### config.mk
export PLATFORM = sky130hd
export DESIGN_NAME = vote_pulse_gen
export DESIGN_NICKNAME = d
export VERILOG_FILES = /design/src/rtl/evm_pkg.sv /design/src/rtl/vote_pulse_gen_btn_sync.sv /design/src/rtl/vote_pulse_gen.sv
export SDC_FILE = /design/constraint.sdc
export NUM_CORES = 1
export LEC_CHECK = 0
export BUFFER_PORTS_ARGS = -buffer_cell sky130_fd_sc_hd__buf_4
export CORE_AREA = 2 2 68 70
export DETAILED_ROUTE_END_ITERATION = 10
export DIE_AREA = 0 0 70 72
export GPL_TIMING_DRIVEN = 0
export SYNTH_ARGS = -nofsm -noshare
export SYNTH_HDL_FRONTEND = slang
export SYNTH_HIERARCHICAL = 1
export SYNTH_SLANG_ARGS = --single-unit
### constraint.sdc
create_clock -name clk -period 3.1 [get_ports clk]
set_input_delay 0.62 -clock clk [delete_from_list [all_inputs] [get_ports clk]]
set_output_delay 0.62 -clock clk [all_outputs]
set_load 0.02 [all_outputs]
### src/rtl/evm_pkg.sv
// Shared definitions for the ballot-side front end of the voting machine.
//   vote_state_t : ballot FSM states
//   *_DEF        : default values for the vote_pulse_gen parameters
package evm_pkg;

  typedef enum logic [2:0] {
    IDLE     = 3'd0,
    ARMED    = 3'd1,
    DEBOUNCE = 3'd2,
    PULSE    = 3'd3,
    LOCKOUT  = 3'd4
  } vote_state_t;

  localparam int NUM_CAND_DEF        = 4;
  localparam int DEBOUNCE_CYCLES_DEF = 4;
  localparam int LOCKOUT_CYCLES_DEF  = 8;

endpackage

### src/rtl/vote_pulse_gen_btn_sync.sv
// Two-flop synchronizer, parameterised width, asynchronous active-high reset.
//   i_clk   : destination clock
//   i_rst   : asynchronous reset, clears both flop stages
//   i_async : asynchronous input bus
//   o_sync  : synchronized copy, two destination edges behind i_async
module btn_sync #(
  parameter int WIDTH = 1
) (
  input  logic             i_clk,
  input  logic             i_rst,
  input  logic [WIDTH-1:0] i_async,
  output logic [WIDTH-1:0] o_sync
);

  logic [WIDTH-1:0] r_meta;
  logic [WIDTH-1:0] r_sync;

  always_ff @(posedge i_clk or posedge i_rst) begin
    if (i_rst) begin
      r_meta <= '0;
      r_sync <= '0;
    end else begin
      r_meta <= i_async;
      r_sync <= r_meta;
    end
  end

  assign o_sync = r_sync;

endmodule

### src/rtl/vote_pulse_gen.sv
// Ballot-side front end: turns raw candidate buttons into one single-cycle
// count_in pulse per authorised voter, with debounce, multi-press rejection
// and post-vote lockout.
//   clk          : system clock, rising edge
//   resetCounter : asynchronous active-high reset (shared with the counters)
//   enable_vote  : officer arm control, only its rising edge arms the ballot
//   btn_in       : raw asynchronous candidate buttons, active-high
//   count_in     : one-hot single-cycle vote pulse to the candidate counters
//   ready        : ballot armed (ARMED or DEBOUNCE)
//   busy         : FSM not in IDLE
//   invalid      : registered, more than one button held while armed
//   vote_done    : single-cycle pulse coincident with count_in
module vote_pulse_gen
  import evm_pkg::*;
#(
  parameter int NUM_CAND        = NUM_CAND_DEF,
  parameter int DEBOUNCE_CYCLES = DEBOUNCE_CYCLES_DEF,
  parameter int LOCKOUT_CYCLES  = LOCKOUT_CYCLES_DEF
) (
  input  logic                clk,
  input  logic                resetCounter,
  input  logic                enable_vote,
  input  logic [NUM_CAND-1:0] btn_in,
  output logic [NUM_CAND-1:0] count_in,
  output logic                ready,
  output logic                busy,
  output logic                invalid,
  output logic                vote_done
);

  localparam int DEB_W  = $clog2(DEBOUNCE_CYCLES + 1);
  localparam int LOCK_W = $clog2(LOCKOUT_CYCLES + 1);

  localparam logic [DEB_W-1:0]  DEB_ONE  = DEB_W'(1);
  localparam logic [DEB_W-1:0]  DEB_LAST = DEB_W'(DEBOUNCE_CYCLES - 1);
  localparam logic [DEB_W-1:0]  DEB_MAX  = DEB_W'(DEBOUNCE_CYCLES);
  localparam logic [LOCK_W-1:0] LOCK_ONE = LOCK_W'(1);
  localparam logic [LOCK_W-1:0] LOCK_MAX = LOCK_W'(LOCKOUT_CYCLES);

  logic [NUM_CAND-1:0] w_btn_sync;
  logic                w_any;
  logic                w_multi;
  logic                w_onehot;
  logic                w_arm;

  logic                r_en_q;
  vote_state_t         r_state;
  vote_state_t         w_state_n;
  logic [NUM_CAND-1:0] r_cand;
  logic [NUM_CAND-1:0] w_cand_n;
  logic [DEB_W-1:0]    r_deb_cnt;
  logic [DEB_W-1:0]    w_deb_cnt_n;
  logic [LOCK_W-1:0]   r_lock_cnt;
  logic [LOCK_W-1:0]   w_lock_cnt_n;
  logic                r_invalid;

  btn_sync #(
    .WIDTH (NUM_CAND)
  ) u_btn_sync (
    .i_clk   (clk),
    .i_rst   (resetCounter),
    .i_async (btn_in),
    .o_sync  (w_btn_sync)
  );

  // x & (x-1) clears the lowest set bit, so anything left means 2+ buttons.
  assign w_any    = |w_btn_sync;
  assign w_multi  = |(w_btn_sync & (w_btn_sync - NUM_CAND'(1)));
  assign w_onehot = w_any & ~w_multi;

  // Only a fresh rising edge of enable_vote arms; holding it high does not.
  assign w_arm = enable_vote & ~r_en_q;

  always_ff @(posedge clk or posedge resetCounter) begin
    if (resetCounter) begin
      r_en_q     <= 1'b0;
      r_state    <= IDLE;
      r_cand     <= '0;
      r_deb_cnt  <= '0;
      r_lock_cnt <= '0;
      r_invalid  <= 1'b0;
    end else begin
      r_en_q     <= enable_vote;
      r_state    <= w_state_n;
      r_cand     <= w_cand_n;
      r_deb_cnt  <= w_deb_cnt_n;
      r_lock_cnt <= w_lock_cnt_n;
      r_invalid  <= (r_state == ARMED) && w_multi;
    end
  end

  always_comb begin
    w_state_n    = r_state;
    w_cand_n     = r_cand;
    w_deb_cnt_n  = r_deb_cnt;
    w_lock_cnt_n = r_lock_cnt;
    case (r_state)
      IDLE: begin
        // An arm with a button already held is dropped, not deferred.
        if (w_arm && !w_any) begin
          w_state_n = ARMED;
        end
      end
      ARMED: begin
        if (w_onehot) begin
          w_cand_n    = w_btn_sync;
          w_deb_cnt_n = DEB_ONE;
          w_state_n   = DEBOUNCE;
        end
      end
      DEBOUNCE: begin
        if (w_btn_sync == r_cand) begin
          if (r_deb_cnt == DEB_LAST) begin
            w_state_n = PULSE;
          end else if (r_deb_cnt != DEB_MAX) begin
            w_deb_cnt_n = r_deb_cnt + DEB_ONE;
          end
        end else begin
          // Release, change or extra button: restart without voting.
          w_deb_cnt_n = '0;
          w_state_n   = ARMED;
        end
      end
      PULSE: begin
        w_lock_cnt_n = '0;
        w_state_n    = LOCKOUT;
      end
      LOCKOUT: begin
        if (r_lock_cnt != LOCK_MAX) begin
          w_lock_cnt_n = r_lock_cnt + LOCK_ONE;
        end else if (!w_any) begin
          w_state_n = IDLE;
        end
      end
      default: begin
        w_state_n = IDLE;
      end
    endcase
  end

  // Outputs decode the state register only, so reset clears count_in
  // asynchronously and no input reaches an output combinationally.
  assign count_in  = (r_state == PULSE) ? r_cand : '0;
  assign vote_done = (r_state == PULSE);
  assign ready     = (r_state == ARMED) || (r_state == DEBOUNCE);
  assign busy      = (r_state != IDLE);
  assign invalid   = r_invalid;

endmodule

==> summary.md <==
| Metric | Value |
|---|---|
| Crit Path Category | register to output pin |
| Pwr/cell area | 759.0 mW/mm² |
| Max-cap violations | 0 |
| Die Footprint | 0.005040 mm² |
| CTS tree | built |
| Post-synth top cells | 24 x dfrtp_1, 7 x inv_1, 7 x nor2_1 |
| Initial Util | 29.55% |
| Detailed placement HPWL | 1.742 mm |
| Setup slack after layout | 0.7570 ns |
| Synth Area in Compound Gates | 13.41% |
| Maximum clock path buffer count | 2 |
| Worst EP arrival | 1.72 ns |
| R2R Path Start | r_lock_cnt[0] |
| Lkg Pwr | 0.0006864 µW |
| Htree depth | 1 |
| Top_reg_cell synth | dfrtp_1 |
| CTS sink count | 24 |
| GP Congestion | 0.7072 |
| Post-CTS Resized | 0 |
| Hold Vio Cnt, Final | 0 |
| Post-CTS Setup Bufs | 0 |
| CP peak stage delay | 0.48 ns |
| # hold bufs at CTS | 0 |
| Largest family of logic cells by synthesized area | simple AND/OR/NAND/NOR gates |
| CTS Buf Count | 3 |
| Area growth syn-to-layout | 17.87% |
| Final WL | 2.335 mm |
| Clk_skew | 0.0006879 ns |
| Peak VDD IR | 0.2476 mV |
| I/O pin total | 15 |
| Unique masters post-synth | 42 |
| Unrepaired setup endpoints after global routing | no |
| FP Rows | 24 |
| DR pass1 iterations | 4 |
| Overall die width | 70 µm |
| CP startpoint | r_state[2] |
| Final min period | 2.343 ns |
| Largest cells by area after synthesis | dfrtp_1 48%, ha_1 5.0%, mux2_4 4.8% |
| Crit-path cells | buf_1 -> nor2_1 -> and2_1 -> buf_4 |
| Yosys reg bits | 24 |
| Async SR Flop Fraction | 100.0% |
| Syn Inst Count | 111 |
| GRT Total Usage | 10.26% |
| Crit-path leading delay family | simple AND/OR/NAND/NOR gates |
| Clk_lat worst skew | 0.26 ns |
| Peak fanout along the critical path | 10 |
| Worst-margin pin slew | 0.7938 ns |
| Core area | 0.004264 mm² |
| Initial antenna violation count | 0 |
| CP max-delay cell | nor2_1 |
| Synth Net Count | 123 |
| Routed wire per std cell | 12.90 µm |
| Bufs and invs on worst path | 2 |
| Adder-Cell Fraction of Synth Area | 5.760% |
| Vias after detailed routing | 873 |
| Vias in the first global route | 956 |
| Initial DRC Count | 23 |
| Most common cell in the synthesized netlist | dfrtp_1 |
| Post-synthesis mux area share | 5.561% |
| Setup TNS | 0 ns |
| CP Launch Type | register |
| Die height | 72 µm |
| Largest net degree at the start of global routing | 17 |
| Final-report setup violation count | 0 |
| YS warnings | 6 |
| Vias/cell | 4.823 |
| Status | completed |
| Critical path endpoint category | output pin |
| Simple-Gate Fraction of Synth Area | 17.48% |
| Yosys top cell area share | 47.67% |
| Slew Limit Fails | 0 |
| Register area share after synthesis | 47.67% |
| Slew headroom | 46.97% |
| Routed Antenna Nets | 0 |
| Worst hold path type | primary input to async pin |
| Share of cells above drive strength 1 | 26.36% |
| CTS root buf | clkbuf_8 |
| I/O Buffers | 14 |
| Mapped cell area | 0.001260 mm² |
| Avg Cell Area, Syn | 11.35 µm² |
| Req. time, crit path | 2.48 ns |
| Crit share post-route | 75.58% |
| Antenna diodes | 0 |
| Grt total ovfl | 0 |
| DRC | 0 |
| Post-synth EDFFs | 0 |
| Pre-CTS WS | 1.009 ns |
| Synth area leader | dfrtp_1 |
| Reg clk slew, reported paths | 0.08 ns |
| Post-synthesis xor/xnor area fraction | 4.866% |
| # nets final | 142 |
| First-pass GRT wire length | 4.174 mm |
| Peak Freq | 426.8 MHz |
[layout make-up]
type | count | area [µm²]
well taps | 52 | 65.06
multi-input cells | 74 | 593.1
inverters | 7 | 26.28
flip-flops and latches | 24 | 600.6
repair buffers | 14 | 105.1
plain buffers | 6 | 40.04
clock buffers | 4 | 55.05
fillers | 442 | 2779
[worst reg2reg max path: stages (launching register included)]
cell	delay, ns
dfrtp_1	0.43
inv_1	0.08
ha_1	0.15
nand2_1	0.07
o211ai_1	0.45
a21bo_2	0.30
o41ai_2	0.26
[worst paths after layout]
path	to	slack, ns	depth (start not counted)
worst min-delay path	u_btn_sync/r_meta[0]	0.29	2
worst min register to register	u_btn_sync/o_sync[2]	0.35	0
worst max register to register	r_state[0]	1.27	6
min in group clk	u_btn_sync/o_sync[2]	0.35	0
max in group asynchronous	r_lock_cnt[0]	2.24	2
worst max-delay path	count_in[0]	0.76	4
[metal layers]
metal	routed length, µm	vias up	GRT usage [%]
met5	0	-	0
li1	-	427	-
met4	40	0	3.419
met2	1146	21	17.67
met3	128	6	3.750
met1	1020	419	11.90
[power breakdown]
group	internal [µW]	total, µW	leakage, µW	switching (µW)
Sequential	381	430	0.000297	49.6
Clock	113	211	0.0000288	97.7
Combinational	228	486	0.000361	258
Total	722	1130	0.000686	405
[cell usage in the layout (no fill, tap or decap), drive strengths merged, types with 3 or more instances in the layout]
cell type,count
a21o,3
a21oi,3
and2,4
buf,19
clkbuf,5
dfrtp,24
ha,5
inv,7
mux2,4
nand2,4
nor2,9
o211ai,3
o21ai,5
xor2,6
[stage by stage]
| stage | util (%) | cells | hold slack (ns) | cell area (µm²) | power (µW) |
|---|---|---|---|---|---|
| finish | 34.83 | 181 | 0.2878 | 1485 | 1127 |
| global route | 34.83 | 181 | 0.3148 | 1485 | 1204 |
| CTS | 34.83 | 181 | 0.2940 | 1485 | 1141 |
| detailed placement | 33.54 | 177 | 0.3347 | 1430 | 927.2 |
| global placement | 33.54 | 177 | 0.3333 | 1430 | 910.6 |
| floorplan | - | 111 | 0.3312 | 1260 | 800.1 |
[flip-flops by register name, summed over array words and instances (netlist names)]
signal,flops
u_btn_sync/o_sync,4
r_cand,4
r_en_q,1
invalid,1
r_lock_cnt,4
u_btn_sync/r_meta,4
r_deb_cnt,3
r_state,3
[logic make-up (layout without fill, tap and decap cells)]
| family | after synthesis | in the layout |
|---|---|---|
| flip-flops | 24 | 24 |
| multiplexers | 5 | 5 |
| AND/OR/NAND/NOR | 34 | 34 |
| buffers and inverters | 13 | 31 |
| AO/OA/AOI/OAI | 22 | 22 |
| adder cells (fa/ha/maj) | 6 | 6 |
| XOR/XNOR | 7 | 7 |
(Power assumes the default switching activity.)
